[src/rtl/uart_pkg.sv]
// Shared UART definitions: FSM state encoding and framing constants (used by uart_rx and uart_tx).
package uart_pkg;

  typedef enum logic [2:0] {
    ST_IDLE   = 3'd0,
    ST_START  = 3'd1,
    ST_DATA   = 3'd2,
    ST_PARITY = 3'd3,
    ST_STOP   = 3'd4,
    ST_BREAK  = 3'd5
  } uart_state_t;

  localparam int UART_OVERSAMPLE = 16;
  localparam int UART_DATA_BITS  = 8;

endpackage

[src/rtl/sync2.sv]
// Two-flop synchronizer for an asynchronous 1-bit input, parameterised reset value.
// Latency: 2 clk cycles; no backpressure (free-running sampler).
module sync2 #(
  parameter logic RESET_VAL = 1'b1
) (
  input  logic clk,
  input  logic rst_n,
  input  logic d,
  output logic q
);

  logic meta;

  always_ff @(posedge clk or negedge rst_n) begin
    if (!rst_n) begin
      meta <= RESET_VAL;
      q    <= RESET_VAL;
    end else begin
      meta <= d;
      q    <= meta;
    end
  end

endmodule

[src/rtl/uart_rx.sv]
// 8N1 UART receiver (8E1 when UART_RX_PARITY_EN is defined) with a one-entry holding register.
// Latency: byte/errors appear on the edge after the stop-sample tick; no backpressure, a full holding register drops new bytes (overrun).
module uart_rx #(
  parameter int OVERSAMPLE = uart_pkg::UART_OVERSAMPLE
) (
  input  logic                               mclk,
  input  logic                               reset_n,
  input  logic                               baud_x16,
  input  logic                               serial,
  output logic [uart_pkg::UART_DATA_BITS-1:0] data,
  output logic                               ready,
  input  logic                               data_strobe,
  output logic                               framing_error,
  output logic                               overrun
`ifdef UART_RX_PARITY_EN
  ,
  output logic                               parity_error
`endif
);
  import uart_pkg::*;

  localparam int CW = $clog2(OVERSAMPLE);
  localparam int IW = $clog2(UART_DATA_BITS);
  localparam logic [CW-1:0] FULL_LIM = CW'(OVERSAMPLE - 1);
  localparam logic [CW-1:0] HALF_LIM = CW'(OVERSAMPLE / 2 - 1);
  localparam logic [IW-1:0] LAST_IDX = IW'(UART_DATA_BITS - 1);

  uart_state_t                state, state_next;
  logic                       rx_s;
  logic [CW-1:0]              cnt;
  logic [IW-1:0]              idx;
  logic [UART_DATA_BITS-1:0]  shift;
  logic                       tick_done;
  logic                       deliver;
  logic                       fe_set;
`ifdef UART_RX_PARITY_EN
  logic                       par_err;
  logic                       pe_set;
`endif

  sync2 #(.RESET_VAL(1'b1)) u_sync (
    .clk   (mclk),
    .rst_n (reset_n),
    .d     (serial),
    .q     (rx_s)
  );

  // START waits half a bit so every later sample lands mid-bit.
  assign tick_done = baud_x16 && (cnt == ((state == ST_START) ? HALF_LIM : FULL_LIM));

  always_ff @(posedge mclk or negedge reset_n) begin
    if (!reset_n) state <= ST_IDLE;
    else          state <= state_next;
  end

  always_comb begin
    state_next = state;
    deliver    = 1'b0;
    fe_set     = 1'b0;
`ifdef UART_RX_PARITY_EN
    pe_set     = 1'b0;
`endif
    case (state)
      ST_IDLE:  if (!rx_s) state_next = ST_START;
      ST_START: if (tick_done) state_next = rx_s ? ST_IDLE : ST_DATA;
      ST_DATA: begin
        if (tick_done && idx == LAST_IDX) begin
`ifdef UART_RX_PARITY_EN
          state_next = ST_PARITY;
`else
          state_next = ST_STOP;
`endif
        end
      end
`ifdef UART_RX_PARITY_EN
      ST_PARITY: if (tick_done) state_next = ST_STOP;
`endif
      ST_STOP: begin
        if (tick_done) begin
          if (!rx_s) begin
            fe_set     = 1'b1;
            state_next = ST_BREAK;
`ifdef UART_RX_PARITY_EN
          end else if (par_err) begin
            pe_set     = 1'b1;
            state_next = ST_IDLE;
`endif
          end else begin
            deliver    = 1'b1;
            state_next = ST_IDLE;
          end
        end
      end
      ST_BREAK: if (rx_s) state_next = ST_IDLE;
      default:  state_next = ST_IDLE;
    endcase
  end

  always_ff @(posedge mclk or negedge reset_n) begin
    if (!reset_n) begin
      cnt   <= '0;
      idx   <= '0;
      shift <= '0;
`ifdef UART_RX_PARITY_EN
      par_err <= 1'b0;
`endif
    end else begin
      if (state == ST_IDLE || state == ST_BREAK || state != state_next || tick_done)
        cnt <= '0;
      else if (baud_x16)
        cnt <= cnt + 1'b1;

      if (state == ST_START && tick_done)
        idx <= '0;
      if (state == ST_DATA && tick_done) begin
        shift[idx] <= rx_s;
        idx        <= idx + 1'b1;
      end
`ifdef UART_RX_PARITY_EN
      // Even parity: data bits plus parity bit must XOR to zero.
      if (state == ST_PARITY && tick_done)
        par_err <= (^shift) ^ rx_s;
`endif
    end
  end

  always_ff @(posedge mclk or negedge reset_n) begin
    if (!reset_n) begin
      data          <= '0;
      ready         <= 1'b0;
      framing_error <= 1'b0;
      overrun       <= 1'b0;
`ifdef UART_RX_PARITY_EN
      parity_error  <= 1'b0;
`endif
    end else begin
      framing_error <= fe_set;
      overrun       <= 1'b0;
`ifdef UART_RX_PARITY_EN
      parity_error  <= pe_set;
`endif
      // A same-cycle acknowledge frees the register for the incoming byte.
      if (deliver) begin
        if (!ready || data_strobe) begin
          data  <= shift;
          ready <= 1'b1;
        end else begin
          overrun <= 1'b1;
        end
      end else if (data_strobe) begin
        ready <= 1'b0;
      end
    end
  end

endmodule

[config.mk]
export PLATFORM = sky130hd
export DESIGN_NAME = uart_rx
export DESIGN_NICKNAME = d
export VERILOG_FILES = /design/src/rtl/uart_pkg.sv /design/src/rtl/sync2.sv /design/src/rtl/uart_rx.sv
export SDC_FILE = /design/constraint.sdc
export NUM_CORES = 1
export LEC_CHECK = 0
export BUFFER_PORTS_ARGS = -buffer_cell sky130_fd_sc_hd__buf_2
export CELL_PAD_IN_SITES_DETAIL_PLACEMENT = 0
export CELL_PAD_IN_SITES_GLOBAL_PLACEMENT = 1
export CORE_MARGIN = 2
export CORE_UTILIZATION = 50
export DETAILED_ROUTE_END_ITERATION = 10
export PLACE_DENSITY_LB_ADDON = 0.1
export SLEW_MARGIN = 20
export SYNTH_ARGS = -nofsm -noshare
export SYNTH_HDL_FRONTEND = slang
export SYNTH_SLANG_ARGS = --single-unit
[constraint.sdc]
create_clock -name mclk -period 4.14 [get_ports mclk]
set_clock_uncertainty 0.15 [all_clocks]
set_input_delay 0.414 -clock mclk [delete_from_list [all_inputs] [get_ports mclk]]
set_output_delay 0.414 -clock mclk [all_outputs]
set_load 0.1 [all_outputs]
==> results.sh, run 1 <==
export IMPL_worstPathRequired_ns=4.21
export IMPL_fin_tns_setup_ns=0
export IMPL_clockBufferDepth=2
export IMPL_relSlewSlack_pct=55.0
export IMPL_use_met1_pct=23.0
export IMPL_cp_num_buf_inv=0
export IMPL_syn_inst=125
export IMPL_final_hold_viol_count=0
export IMPL_grtUsageTotal_pct=17.8
export IMPL_synth_area_um2=1520
export IMPL_cpMaxStageDelayCell="and4_1"
export IMPL_crit_family="simple AND/OR/NAND/NOR gates"
export IMPL_avgSynthCellArea_um2=12.1
export IMPL_numClockSinks=31
export IMPL_end_kind="register"
export IMPL_ant_nets=0
export IMPL_antennaDiodeCount=0
export IMPL_synth_seq_cells=31
export IMPL_arrival_ns=2.21
export IMPL_fmax_ghz=0.468
export IMPL_fin_crit_ns=2.14
export IMPL_post_cts_buffers=0
export IMPL_fillers=254
export IMPL_p_leak_nw=0.830
export IMPL_grtUsageMet2_pct=28.4
export IMPL_power_density_nw_per_um2=433
export IMPL_areaGrowthSynthToFinish_pct=10.6
export IMPL_grt_busiest_layer="met2"
export IMPL_start_util_pct=53.6
export IMPL_tightest_slew_ns=0.676
export IMPL_outcome="finished clean"
export IMPL_dpl_hpwl_um=1840
export IMPL_cp_max_fo=12
export IMPL_h_tree_depth=2
export IMPL_ios=16
export IMPL_hold_path_class="in -> reg"
export IMPL_core_area_um2=2830
export IMPL_gp_congestion=0.793
export IMPL_grt_max_degree=32
export IMPL_path_cells="ha_1 > and4_1 > nand4_2 > mux2_2"
export IMPL_drtIter0Drc=49
export IMPL_viasPerCell=5.75
export IMPL_crit_type="reg -> reg"
export IMPL_cts_made_buffers=5
export IMPL_dieHeight_um=59.1
export IMPL_r2r_slack_ns=2.00
export IMPL_rsz0062_at_grt="false"
export IMPL_synth_edff_count=0
export IMPL_synthArstFlopShare_pct=100
export IMPL_drive_gt1_share_pct=32.4
export IMPL_die_x_um=59.1
export IMPL_antenna_found_initial=0
export IMPL_syn_nets=133
export IMPL_route_detailed_drc=0
export IMPL_gr_total_overflow=0
export IMPL_synth_top_area_share_pct=47.8
export IMPL_worstSetupStartpointType="register"
export IMPL_finalCritPeriodShare_pct=51.7
export IMPL_synth_seq_area_share_pct=51.3
export IMPL_synth_common_cells="dfrtp_1, mux2_2, nand4_1"
export IMPL_synth_top_area_cell="dfrtp_1"
export IMPL_row_count=19
export IMPL_ir_worst_vdd_uv=235
export IMPL_num_nets_final=149
export IMPL_ys_warnings_count=0
export IMPL_drt_pass1_iterations=4
export IMPL_grt_pass1_wl_um=4620
export IMPL_drv_slew=0
export IMPL_slowest_delay_ns=0.50
export IMPL_cts_tree="yes"
export IMPL_globalRouteMet3Util_pct=4.59
export IMPL_synth_most_common_cell="dfrtp_1"
export IMPL_clock_latency_ns=0.33
export IMPL_cts_root_buffer="clkbuf_4"
export IMPL_io_buffers=15
export IMPL_cap_violations=0
export IMPL_wl_um=2680
export IMPL_wl_per_cell_um=15.5
export IMPL_setup_viol=0
export IMPL_pre_cts_ws_ns=2.00
export IMPL_dominantRegCellSynth="dfrtp_1"
export IMPL_setup_ws_ns=2.00
export IMPL_synth_area_leaders="dfrtp_1, mux2_2, dfstp_2"
export IMPL_vias=995
export IMPL_path_clk_slew_ns=0.09
export IMPL_die_area_um2=3490
export IMPL_grt_pass1_vias=994
export IMPL_ys_types=41
sequential cells by signal (all words and copies together), names as in the netlist:
| name | count |
|---|---|
| cnt | 4 |
| u_sync.meta | 1 |
| idx | 3 |
| overrun | 1 |
| shift | 8 |
| u_sync.q | 1 |
| data | 8 |
| state | 3 |
| framing_error | 1 |
| ready | 1 |
cell families after synthesis:
kind of cell / after synthesis / synth area share (%)
and+or+nand+nor: 43 / 18.9
AOI/OAI and AO/OA: 15 / 7.75
xor gates and xnor gates: 2 / 1.15
DFF: 31 / 51.3
muxes: 19 / 14.0
adders and majority gates: 3 / 2.47
buffers and inverters: 12 / 4.45
through the flow:
stage | instances | power [mW] | hold slack, ns | utilization (%) | area [um2]
6_report | 173 | 0.726 | 0.0248 | 59.4 | 1680
5_1_grt | 173 | 0.769 | 0.00376 | 59.4 | 1680
4_1_cts | 173 | 0.733 | 0.0144 | 59.4 | 1680
3_5_place_dp | 164 | 0.487 | 0.198 | 55.9 | 1580
3_3_place_gp | 164 | 0.482 | 0.196 | 55.9 | 1580
2_1_floorplan | 125 | 0.462 | -0.0316 | - | 1520
where the power goes:
part | switching, mW | leakage [nW] | internal, mW
logic | 0.0564 | 0.366 | 0.0609
registers | 0.0391 | 0.416 | 0.326
clock network | 0.102 | 0.0482 | 0.143
total | 0.197 | 0.830 | 0.529
repair_timing:
item,CTS,global route
hold buffers,1,0
resized for setup,0,0
hold endpoints to repair,29,0
area by class of cell:
class                   instances  area (um2)  share of cell area (%)
clock buffers                   6        51.3                    3.06
inverters                       5        18.8                    1.12
multi-input cells              82         672                    40.0
repair buffers                 16        85.1                    5.07
flip-flops and latches         31         778                    46.3
well taps                      31        38.8                    2.31
clock inverters                 2        35.0                    2.09
path summary, 6_finish.rpt:
kind | from | endpoint | cells past startpoint
max | cnt[0] | data[4] | 4
min | serial | u_sync.meta | 1
max reg2reg | cnt[0] | data[4] | 4
min reg2reg | u_sync.meta | u_sync.q | 0
max in group asynchronous | reset_n | data[4] | 2
min in group asynchronous | reset_n | data[5] | 2
layout by cell type, fill, tap and decap left out, types with 2 or more instances in the layout:
cell	count
nor4_1	2
nor3b_4	2
clkbuf_4	5
buf_2	15
a211o_1	2
dfrtp_1	29
nor3_1	2
dfstp_2	2
mux2_1	2
o21ai_0	3
mux2_2	16
nor2b_1	2
inv_1	5
nand2_1	5
a22o_1	2
ha_1	3
nand2b_1	4
nand3_1	3
nand4_1	8
nor2_1	7
routing by layer:
metal / up-vias / wire (um)
li1: 491 / -
met2: 24 / 1260
met5: - / 0
met1: 473 / 1230
met3: 7 / 132
met4: 0 / 56
Note: power is estimated with default switching activity, not from simulation.
==> run 2, diff against run 1 <==
--- a/config.mk
+++ b/config.mk
@@ -9,7 +9,7 @@
 export CELL_PAD_IN_SITES_DETAIL_PLACEMENT = 0
 export CELL_PAD_IN_SITES_GLOBAL_PLACEMENT = 1
 export CORE_MARGIN = 2
-export CORE_UTILIZATION = 50
+export CORE_UTILIZATION = 42
 export DETAILED_ROUTE_END_ITERATION = 10
 export PLACE_DENSITY_LB_ADDON = 0.1
 export SLEW_MARGIN = 20
==> constraint.sdc (replaced) <==
create_clock -name mclk -period 1.9 [get_ports mclk]
set_clock_uncertainty 0.15 [all_clocks]
set_input_delay 0.19 -clock mclk [delete_from_list [all_inputs] [get_ports mclk]]
set_output_delay 0.19 -clock mclk [all_outputs]
set_load 0.1 [all_outputs]
==> run 2 against run 1 <==
Clock-buffer cell count increased by 1. Fmax rose by 18%. Power rose by 110%. Utilization fell by 7.1 points. Clock power is 83% higher. Via count is 4.2% higher. Hold slack better by 0.036 ns. Register-to-register slack got worse by 1.9 ns. Sequential cell count did not move. Largest cell class unchanged.
==> results.sh, run 2 (synthesis gave the netlist of run 1 again) <==
export IMPL_outcome="finished clean"
export IMPL_p_leak_nw=0.870
export IMPL_end_kind="register"
export IMPL_setup_ws_ns=0.0928
export IMPL_combPwrFrac_pct=21.4
export IMPL_layout_common_cells="dfrtp_1, mux2_2, buf_2"
export IMPL_fin_area_um2=1780
export IMPL_start_util_pct=44.4
export IMPL_hold_path_class="in -> reg"
export IMPL_slowest_delay_ns=0.40
export IMPL_grt_pass1_vias=1068
export IMPL_antennaDiodeCount=0
export IMPL_pre_cts_ws_ns=0.0321
export IMPL_reg_top3="data: 8 flops, shift: 8 flops, cnt: 4 flops"
export IMPL_tightest_slew_ns=0.659
export IMPL_antenna_found_initial=0
export IMPL_route_detailed_drc=0
export IMPL_p_switching_mw=0.441
export IMPL_worstPathRequired_ns=1.98
export IMPL_power_density_nw_per_um2=860
export IMPL_fin_crit_ns=1.81
export IMPL_cts_made_buffers=5
export IMPL_rsz0062_at_grt="true"
export IMPL_core_area_um2=3420
export IMPL_num_nets_final=158
export IMPL_wl_per_cell_um=14.3
export IMPL_vias=1037
export IMPL_drtIter0Drc=45
export IMPL_viasPerCell=5.26
export IMPL_setup_viol=0
export IMPL_dpl_hpwl_um=1920
export IMPL_cts_tree="yes"
export IMPL_cap_violations=0
export IMPL_die_x_um=64.1
export IMPL_crit_type="reg -> reg"
export IMPL_wl_um=2810
export IMPL_gr_total_overflow=0
export IMPL_row_count=21
export IMPL_h_tree_depth=2
export IMPL_drt_pass1_iterations=4
export IMPL_gp_congestion=0.752
export IMPL_fmax_ghz=0.553
export IMPL_final_common_cell="dfrtp_1"
export IMPL_cp_max_fo=8
export IMPL_grtUsageTotal_pct=16.9
export IMPL_placed_area_um2=1660
export IMPL_numClockSinks=31
export IMPL_drive_gt1_share_pct=39.1
export IMPL_ios=16
export IMPL_pwr_share_clk_pct=29.0
export IMPL_areaGrowthSynthToFinish_pct=17.6
export IMPL_relSlewSlack_pct=56.1
export IMPL_seqPwrFrac_pct=49.6
export IMPL_finalCritPeriodShare_pct=95.1
export IMPL_drv_slew=0
export IMPL_io_buffers=15
export IMPL_grt_max_degree=32
export IMPL_path_cells="ha_2 > and4_1 > buf_4 > nand4_1 > mux2_2"
export IMPL_fin_tns_setup_ns=0
export IMPL_path_clk_slew_ns=0.10
export IMPL_arrival_ns=1.89
export IMPL_worstSetupStartpointType="register"
export IMPL_final_hold_viol_count=0
export IMPL_dieHeight_um=64.1
export IMPL_clockBufferDepth=2
export IMPL_cpMaxStageDelayCell="dfrtp_1"
export IMPL_ir_worst_vdd_uv=421
export IMPL_grt_pass1_wl_um=5270
export IMPL_power_total_mw=1.53
export IMPL_post_cts_buffers=0
export IMPL_clock_latency_ns=0.33
export IMPL_ant_nets=0
export IMPL_cts_root_buffer="clkbuf_4"
export IMPL_switching_share_pct=28.7
export IMPL_die_area_um2=4110
export IMPL_p_int_mw=1.09
run 2: changes by cell type in the layout (fill, tap and decap cells not counted), sizes merged:
cell and change:
bufinv -1, clkinvlp +1, buf +8, clkbuf +1, dlygate4sd3 +1, clkinv -1
run 2: area by class of cell:
class | instances | area [um2]
flip-flops and latches | 31 | 779
clock inverters | 1 | 7.51
multi-input cells | 82 | 701
fillers | 327 | 1630
well taps | 46 | 57.6
repair buffers | 25 | 155
inverters | 5 | 18.8
clock buffers | 7 | 65.1
run 2: worst paths after layout:
path                              from  endpoint  slack (ns)  depth (start not counted)
setup reg to reg                cnt[0]  shift[1]        0.09                          5
max in group asynchronous      reset_n     ready        0.88                          2
setup / recovery                cnt[0]  shift[1]        0.09                          5
hold reg to reg            u_sync.meta  u_sync.q        0.21                          0
min in group asynchronous      reset_n   overrun        0.27                          2
hold / removal             data_strobe     ready        0.06                          3
run 2: routing by layer:
layer	part of all wire [%]	up-vias	global-route usage, %
li1	-	507	-
met1	52	506	24.7
met2	42	17	23.4
met3	3.9	7	4.75
met4	2.1	0	7.18
met5	0	-	0
run 2: timing repair:
item                                    in CTS  in global routing
hold buffers                                 2                  0
resized for setup                            0                  5
endpoints found under the setup margin       0                 13
endpoints found under the hold margin       30                  0
run 2: worst max-delay path, delay by kind of cell, from the launching register on:
| family | cells | cell delay, ns |
|---|---|---|
| adder cells (fa/ha/maj) | 1 | 0.24 |
| flip-flops | 1 | 0.40 |
| AND/OR/NAND/NOR | 2 | 0.44 |
| multiplexers | 1 | 0.30 |
| buffers and inverters | 1 | 0.18 |
run 2: metrics by stage:
step / cells / util (%) / hold slack, ns
3_3_place_gp: 187 / 48.7 / 0.115
2_1_floorplan: 125 / - / -0.256
4_1_cts: 197 / 51.4 / 0.00613
6_report: 197 / 52.2 / 0.0611
5_1_grt: 197 / 52.2 / 0.0510
3_5_place_dp: 187 / 48.7 / 0.122
run 2: power groups by stage:
stage / Combinational (mW) / Sequential (mW) / Clock (mW)
after global routing: 0.373 / 0.774 / 0.513
final: 0.329 / 0.761 / 0.446
after floorplan: 0.246 / 0.761 / 0
after global placement: 0.318 / 0.772 / 0
after CTS: 0.324 / 0.761 / 0.468
after detailed placement: 0.318 / 0.774 / 0
